<file path="config.mk">
export PLATFORM = sky130hd
export DESIGN_NAME = tbuf_bus_arbiter_flat
export DESIGN_NICKNAME = d
export VERILOG_FILES = /design/src/rtl/tbuf_bus_arbiter_pkg.sv /design/src/rtl/tbuf_bus_arbiter_if.sv /design/src/rtl/tbuf_bus_arbiter_rr_pick.sv /design/src/rtl/tbuf_bus_arbiter.sv /design/src/flat_wrapper.sv
export SDC_FILE = /design/constraint.sdc
export NUM_CORES = 1
export LEC_CHECK = 0
export ABC_AREA = 1
export BUFFER_PORTS_ARGS = -buffer_cell sky130_fd_sc_hd__buf_2
export CAP_MARGIN = 20
export CORE_MARGIN = 2
export CORE_UTILIZATION = 59
export CTS_CLUSTER_DIAMETER = 80
export CTS_CLUSTER_SIZE = 25
export DETAILED_ROUTE_END_ITERATION = 10
export PLACE_DENSITY = 0.83
export RECOVER_POWER = 25
export SLEW_MARGIN = 20
export SYNTH_ARGS = -nofsm -noshare
export SYNTH_HDL_FRONTEND = slang
export SYNTH_SLANG_ARGS = --single-unit
export TNS_END_PERCENT = 30
</file>
<file path="constraint.sdc">
create_clock -name CK -period 5.1 [get_ports CK]
set_input_delay 0.51 -clock CK [delete_from_list [all_inputs] [get_ports CK]]
set_output_delay 0.51 -clock CK [all_outputs]
set_load 0.05 [all_outputs]
</file>
<file path="src/rtl/tbuf_bus_arbiter_pkg.sv">
`default_nettype none
// ============================================================================
// Module   : tbuf_bus_pkg
// Purpose  : Shared constants, state encoding and width helper for the
//            tri-state bus arbiter.
// Revision : 1.0  initial release
// ============================================================================
package tbuf_bus_pkg;

    localparam int c_NREQ_DEF      = 4;
    localparam int c_TURN_CYC_DEF  = 1;
    localparam int c_MAX_BURST_DEF = 8;

    typedef logic [1:0] state_t;

    localparam state_t c_ST_IDLE  = 2'd0;
    localparam state_t c_ST_GRANT = 2'd1;
    localparam state_t c_ST_TURN  = 2'd2;

    // Width of a counter that has to reach the value n.
    function automatic int cnt_w(input int n);
        return $clog2(n + 1);
    endfunction

    localparam int c_BCNT_W_DEF = cnt_w(c_MAX_BURST_DEF);
    localparam int c_TCNT_W_DEF = cnt_w(c_TURN_CYC_DEF);

endpackage
`default_nettype wire

</file>
<file path="src/rtl/tbuf_bus_arbiter_if.sv">
`default_nettype none
// ============================================================================
// Module   : tbuf_bus_arbiter_if
// Purpose  : Request / grant / pad-enable bundle between requesters and the
//            tri-state bus arbiter.
// Revision : 1.0  initial release
// ============================================================================
interface tbuf_bus_arbiter_if #(
    parameter int NREQ = 4
);
    localparam int OW = (NREQ > 1) ? $clog2(NREQ) : 1;

    logic [NREQ-1:0] req;
    logic [NREQ-1:0] gnt;
    logic [NREQ-1:0] tbuf_en;
    logic            pad_oen;
    logic            busy;
    logic [OW-1:0]   owner;

    modport master (output req, input gnt, tbuf_en, pad_oen, busy, owner);
    modport slave  (input req, output gnt, tbuf_en, pad_oen, busy, owner);
endinterface
`default_nettype wire

</file>
<file path="src/rtl/tbuf_bus_arbiter_rr_pick.sv">
`default_nettype none
// ============================================================================
// Module   : rr_pick
// Purpose  : Combinational round-robin first-set finder: lowest set request
//            at or above i_rr, wrapping at NREQ.
// Revision : 1.0  initial release
// ============================================================================
module rr_pick
    import tbuf_bus_pkg::*;
#(
    parameter int NREQ = c_NREQ_DEF,
    parameter int IW   = (NREQ > 1) ? $clog2(NREQ) : 1
) (
    input  wire logic [NREQ-1:0] i_req,
    input  wire logic [IW-1:0]   i_rr,
    output logic      [IW-1:0]   o_winner,
    output logic                 o_valid
);

    function automatic logic [IW-1:0] rot_idx(input logic [IW-1:0] base, input int k);
        int s;
        s = int'(base) + k;
        if (s >= NREQ) s = s - NREQ;
        return IW'(s);
    endfunction

    // Scan from the farthest offset down so the nearest set bit wins last.
    always_comb begin
        o_winner = '0;
        o_valid  = 1'b0;
        for (int k = NREQ - 1; k >= 0; k--) begin
            if (i_req[rot_idx(i_rr, k)]) begin
                o_winner = rot_idx(i_rr, k);
                o_valid  = 1'b1;
            end
        end
    end

endmodule
`default_nettype wire

</file>
<file path="src/rtl/tbuf_bus_arbiter.sv">
`default_nettype none
// ============================================================================
// Module   : tbuf_bus_arbiter
// Purpose  : Round-robin owner selection for a shared tri-state net with
//            registered one-hot TBUF enables, pad OEN and turnaround gap.
//            Optional bus parking on driver 0: define TBUF_BUS_PARK_EN.
// Revision : 1.0  initial release
// ============================================================================
module tbuf_bus_arbiter
    import tbuf_bus_pkg::*;
#(
    parameter int NREQ      = c_NREQ_DEF,
    parameter int TURN_CYC  = c_TURN_CYC_DEF,
    parameter int MAX_BURST = c_MAX_BURST_DEF
) (
    input wire logic          CK,
    input wire logic          RN,
    tbuf_bus_arbiter_if.slave bus
);

    localparam int OW     = (NREQ > 1) ? $clog2(NREQ) : 1;
    localparam int BCNT_W = cnt_w(MAX_BURST);
    localparam int TCNT_W = cnt_w(TURN_CYC);

    state_t            r_state,  w_state_nxt;
    logic [NREQ-1:0]   r_gnt,    w_gnt_nxt;
    logic [NREQ-1:0]   r_en,     w_en_nxt;
    logic              r_oen;
    logic              r_busy;
    logic [OW-1:0]     r_owner,  w_owner_nxt;
    logic [OW-1:0]     r_rr,     w_rr_nxt;
    logic [BCNT_W-1:0] r_bcnt,   w_bcnt_nxt;
    logic [TCNT_W-1:0] r_tcnt,   w_tcnt_nxt;
    logic [OW-1:0]     w_winner;
    logic              w_valid;
`ifdef TBUF_BUS_PARK_EN
    logic              r_pend,     w_pend_nxt;
    logic [OW-1:0]     r_pend_idx, w_pend_idx_nxt;
`endif

    function automatic logic [NREQ-1:0] onehot(input logic [OW-1:0] idx);
        logic [NREQ-1:0] v;
        for (int i = 0; i < NREQ; i++) v[i] = (idx == OW'(i));
        return v;
    endfunction

    function automatic logic [OW-1:0] next_rr(input logic [OW-1:0] idx);
        return (idx == OW'(NREQ - 1)) ? '0 : idx + 1'b1;
    endfunction

    rr_pick #(
        .NREQ     (NREQ),
        .IW       (OW)
    ) u_rr_pick (
        .i_req    (bus.req),
        .i_rr     (r_rr),
        .o_winner (w_winner),
        .o_valid  (w_valid)
    );

    always_comb begin
        w_state_nxt = r_state;
        w_gnt_nxt   = r_gnt;
        w_owner_nxt = r_owner;
        w_rr_nxt    = r_rr;
        w_bcnt_nxt  = r_bcnt;
        w_tcnt_nxt  = r_tcnt;
`ifdef TBUF_BUS_PARK_EN
        w_pend_nxt     = r_pend;
        w_pend_idx_nxt = r_pend_idx;
`endif
        case (r_state)
            c_ST_IDLE: begin
                w_gnt_nxt = '0;
                if (w_valid) begin
                    w_rr_nxt = next_rr(w_winner);
`ifdef TBUF_BUS_PARK_EN
                    // Handing the net from the parked driver 0 to another index
                    // needs a full turnaround before the new driver is enabled.
                    if (w_winner != '0) begin
                        w_state_nxt    = c_ST_TURN;
                        w_tcnt_nxt     = TCNT_W'(1);
                        w_pend_nxt     = 1'b1;
                        w_pend_idx_nxt = w_winner;
                    end else
`endif
                    begin
                        w_state_nxt = c_ST_GRANT;
                        w_gnt_nxt   = onehot(w_winner);
                        w_owner_nxt = w_winner;
                        w_bcnt_nxt  = BCNT_W'(1);
                    end
                end
            end
            c_ST_GRANT: begin
                if (!bus.req[r_owner] || (r_bcnt == BCNT_W'(MAX_BURST))) begin
                    w_state_nxt = c_ST_TURN;
                    w_gnt_nxt   = '0;
                    w_tcnt_nxt  = TCNT_W'(1);
                end else begin
                    w_bcnt_nxt = r_bcnt + 1'b1;
                end
            end
            c_ST_TURN: begin
                w_gnt_nxt = '0;
                if (r_tcnt == TCNT_W'(TURN_CYC)) begin
`ifdef TBUF_BUS_PARK_EN
                    if (r_pend) begin
                        w_state_nxt = c_ST_GRANT;
                        w_gnt_nxt   = onehot(r_pend_idx);
                        w_owner_nxt = r_pend_idx;
                        w_bcnt_nxt  = BCNT_W'(1);
                        w_pend_nxt  = 1'b0;
                    end else
`endif
                    begin
                        w_state_nxt = c_ST_IDLE;
                    end
                end else begin
                    w_tcnt_nxt = r_tcnt + 1'b1;
                end
            end
            default: begin
                w_state_nxt = c_ST_IDLE;
                w_gnt_nxt   = '0;
            end
        endcase
    end

    always_comb begin
        w_en_nxt = w_gnt_nxt;
`ifdef TBUF_BUS_PARK_EN
        if (w_state_nxt == c_ST_IDLE) w_en_nxt = onehot('0);
`endif
    end

    always_ff @(posedge CK or negedge RN) begin
        if (!RN) begin
            r_state <= c_ST_IDLE;
            r_gnt   <= '0;
            r_en    <= '0;
            r_oen   <= 1'b1;
            r_busy  <= 1'b0;
            r_owner <= '0;
            r_rr    <= '0;
            r_bcnt  <= '0;
            r_tcnt  <= '0;
`ifdef TBUF_BUS_PARK_EN
            r_pend     <= 1'b0;
            r_pend_idx <= '0;
`endif
        end else begin
            r_state <= w_state_nxt;
            r_gnt   <= w_gnt_nxt;
            r_en    <= w_en_nxt;
            r_oen   <= ~|w_en_nxt;
            r_busy  <= (w_state_nxt != c_ST_IDLE);
            r_owner <= w_owner_nxt;
            r_rr    <= w_rr_nxt;
            r_bcnt  <= w_bcnt_nxt;
            r_tcnt  <= w_tcnt_nxt;
`ifdef TBUF_BUS_PARK_EN
            r_pend     <= w_pend_nxt;
            r_pend_idx <= w_pend_idx_nxt;
`endif
        end
    end

    assign bus.gnt     = r_gnt;
    assign bus.tbuf_en = r_en;
    assign bus.pad_oen = r_oen;
    assign bus.busy    = r_busy;
    assign bus.owner   = r_owner;

endmodule
`default_nettype wire

</file>
<file path="src/flat_wrapper.sv">
// flat-port wrapper written by rule: the top's interface ports become plain ports
module tbuf_bus_arbiter_flat import tbuf_bus_pkg::*;
#(
    parameter int NREQ      = c_NREQ_DEF,
    parameter int TURN_CYC  = c_TURN_CYC_DEF,
    parameter int MAX_BURST = c_MAX_BURST_DEF
)
  (CK, RN, bus_req, bus_gnt, bus_tbuf_en, bus_pad_oen, bus_busy, bus_owner);
  tbuf_bus_arbiter_if #(.NREQ(NREQ)) bus_i ();
  input wire logic CK;
  input wire logic RN;
  input wire logic [$bits(bus_i.req)-1:0] bus_req;
  output wire logic [$bits(bus_i.gnt)-1:0] bus_gnt;
  output wire logic [$bits(bus_i.tbuf_en)-1:0] bus_tbuf_en;
  output wire logic [$bits(bus_i.pad_oen)-1:0] bus_pad_oen;
  output wire logic [$bits(bus_i.busy)-1:0] bus_busy;
  output wire logic [$bits(bus_i.owner)-1:0] bus_owner;
  assign bus_i.req = bus_req;
  assign bus_gnt = bus_i.gnt;
  assign bus_tbuf_en = bus_i.tbuf_en;
  assign bus_pad_oen = bus_i.pad_oen;
  assign bus_busy = bus_i.busy;
  assign bus_owner = bus_i.owner;
  tbuf_bus_arbiter #(.NREQ(NREQ), .TURN_CYC(TURN_CYC), .MAX_BURST(MAX_BURST)) u_core (.CK(CK), .RN(RN), .bus(bus_i));
endmodule
</file>
==> summary.md <==
| Metric | Value |
|---|---|
| Clock slew at reported path FFs | `around 100 ps` |
| WP buf/inv | `4` |
| Largest net degree at the start of global routing | `18` |
| CP Capture Type | `register` |
| Area delta synth->final | `9.19%` |
| Post-CTS sizing | `0` |
| Die H | `47.2 um` |
| RSZ-0062 raised after global routing | `no` |
| Vias per cell | `about 5.1` |
| Multi-input logic area | `558 um^2` |
| Post-DP HPWL | `1590 um` |
| N_diodes | `0` |
| Setup Crit Path Kind | `register to register` |
| Fillcell total | `approximately 140` |
| Least-Margin Pin Slew | `942 ps` |
| Global-route usage over all layers | `21.6%` |
| Initial Util | `63.2%` |
| Drc violations | `0` |
| Commonest non-fill, non-tap cell in the layout | `nand2_1` |
| Slew Viols, Final | `0` |
| Global-route wire length before repair | `around 3400 um` |
| Crit path DAT | `2330 ps` |
| Post-route setup TNS | `0 ps` |
| Clk sink count | `17` |
| Min-delay worst type | `primary input to asynchronous set/reset pin` |
| Inserted Clock Buffers | `3` |
| Register area share after synthesis | `38.7%` |
| R2r endpoint | `u_core.bus.pad_oen$_DFF_PN1_` |
| Htree depth | `1` |
| Relative slew margins | `37.2%` |
| Syn nets | `153` |
| Critical path cell sequence | `inv_6 -> nand2_2 -> nand2_2 -> nand2_2 -> nand2_2 -> inv_1 -> nand2_1 -> nand2_1 -> nand2_1 -> nand2_1 -> inv_1 -> ha_1 -> nand3_1 -> nand2_1 -> inv_1 -> nand2_1 -> nor2_1` |
| Routed WL per cell | `11.0 um` |
| Grt ovf | `0` |
| Final #Nets | `170` |
| Vias in the first global route | `830` |
| Hold_buf cts | `0` |
| Mapped Cells | `141` |
| Post-Route WL | `2000 um` |
| GPL Wtd Cong | `~0.86` |
| Fin Hold WS | `~330 ps` |
| CP dominant cell by count | `nand2_1` |
| Mapped Avg Cell Area | `7.82 um^2` |
| F_max | `0.475 GHz` |
| Layout cell share with drive strength beyond 1 | `26.8%` |
| Row count | `15` |
| Core Area | `1750 um^2` |
| Total iterations of the first detailed-routing run | `4` |
| Top cells by area, synth | `dfrtp_1, nand2_1, ha_1` |
| IO buf count | `17` |
| Worst R2R Setup Slack | `3000 ps` |
| CTS tree | `built` |
| Die area | `approximately 2200 um^2` |
| Max Cap Violations | `0` |
| Post-synth top area share | `36.3%` |
| Cell Area, Synth | `1100 um^2` |
| Routed vias | `about 930` |
| Initial DRC Count | `20` |
| Period utilization | `41.2%` |
| Initial antenna violation count | `0` |
| I/O pin total | `18` |
| Critical Path Source Type | `register` |
| Status | `complete, no violations` |
| Die width | `47.2 um` |
| Worst R2R Path Depth | `17` |
| Post-synth cell types | `27` |
| Clock buffer depth | `2` |
| CTS Root Cell | `clkbuf_4` |
| Yosys warning count | `0` |
| Number of synthesized register bits | `17` |
| Top delay family on crit path | `simple AND/OR/NAND/NOR gates` |
| Most frequent cells in the layout | `nand2_1, inv_1, buf_2, dfrtp_1, nand2_2` |
| CP max FO | `9` |
| Tmin final | `~2100 ps` |
| Required time of the critical path | `5330 ps` |
| Hold Fails Final Rpt | `0` |
| Largest area contributor in the netlist | `dfrtp_1` |
| # setup viols final | `0` |
| Reg area | `between 400 and 500 um^2` |
| Reg-to-reg startpoint | `u_core.r_rr[0]$_DFFE_PN0P_` |
| Routed Antenna Nets | `0` |
| Worst skew pair latency | `280 ps` |
| Setup Fix Bufs, Post-CTS | `0` |
| Crit path max-delay cell type | `dfrtp_1` |
| Crit-path max cell delay | `580 ps` |
| Final Skew | `4.92 ps` |
synth_stat cells (all sizes together):
library cell,instances
a21oi,3
a31oi,1
and3,1
buf,5
dfrtp,16
dfstp,1
ha,6
inv,19
nand2,55
nand3,11
nand3b,1
nand4,1
nor2,6
nor3,2
o211ai,1
o21a,1
o21ai,10
or2,1
flip-flops by register name, summed over array words and instances (netlist names):
| signal | cells |
|---|---|
| u_core.r_tcnt | 1 |
| u_core.r_rr | 2 |
| u_core.bus.busy | 1 |
| u_core.r_bcnt | 4 |
| u_core.bus.owner | 2 |
| u_core.bus.gnt | 4 |
| u_core.bus.pad_oen | 1 |
| u_core.r_state | 2 |
cells by family after synthesis:
logic type	Yosys count	share of synthesized area, %
fa+ha+maj	6	6.81
buf+inv	24	10.7
flops	17	38.7
compound gates	16	8.85
simple gates	78	35.0
routing by layer:
metal / part of all wire, % / up-vias / GRT usage [%]
met5: 0 / - / 0
met4: 1.8 / 0 / 6.67
met3: 4.7 / 6 / 3.46
met2: 48 / 29 / 37.3
met1: 45 / 421 / 27.4
li1: - / 475 / -
worst reg2reg max path: stages, from the launching register on:
cell     delay, ps
dfrtp_1        580
inv_6           80
nand2_2         90
nand2_2         70
nand2_2         80
nand2_2         70
inv_1           70
nand2_1         70
nand2_1         70
nand2_1         70
nand2_1        170
inv_1           90
ha_1           210
nand3_1         80
nand2_1         70
inv_1           50
nand2_1         40
nor2_1          90
area by class of cell:
class	count	share of cell area (%)
Clock buffer	3	1.87
Clock inverter	1	0.416
Inverter	19	6.34
Multi-Input combinational cell	100	46.4
Sequential cell	17	35.4
Tap cell	25	2.60
Timing Repair Buffer	17	6.96
metrics by stage:
| stage | cell area [um^2] | util (%) | setup slack, ps | cells |
|---|---|---|---|---|
| after floorplan | 1100 | - | 3390 | 141 |
| after global placement | 1180 | 67.5 | 3110 | 178 |
| after detailed placement | 1180 | 67.5 | 3050 | 178 |
| after CTS | 1200 | 69.0 | 3000 | 182 |
| after global routing | 1200 | 69.0 | 2750 | 182 |
| final | 1200 | 69.0 | 3000 | 182 |
worst max-delay path by stage:
| stage | startpoint | end | slack (ps) | depth (start not counted) |
|---|---|---|---|---|
| after floorplan | u_core.r_rr[0]$_DFFE_PN0P_ | u_core.bus.pad_oen$_DFF_PN1_ | 3390 | 17 |
| after global placement | u_core.r_rr[0]$_DFFE_PN0P_ | u_core.bus.pad_oen$_DFF_PN1_ | 3110 | 15 |
| after detailed placement | u_core.r_rr[0]$_DFFE_PN0P_ | u_core.bus.pad_oen$_DFF_PN1_ | 3050 | 15 |
| after CTS | u_core.r_rr[0]$_DFFE_PN0P_ | u_core.bus.pad_oen$_DFF_PN1_ | 3000 | 17 |
| after global routing | u_core.r_rr[0]$_DFFE_PN0P_ | u_core.bus.pad_oen$_DFF_PN1_ | 2750 | 15 |
| final | u_core.r_rr[0]$_DFFE_PN0P_ | u_core.bus.pad_oen$_DFF_PN1_ | 3000 | 17 |
Power is left out: the tool's default activity adds up to more than one toggle a clock period on the data nets, which glitch-free logic cannot reach.
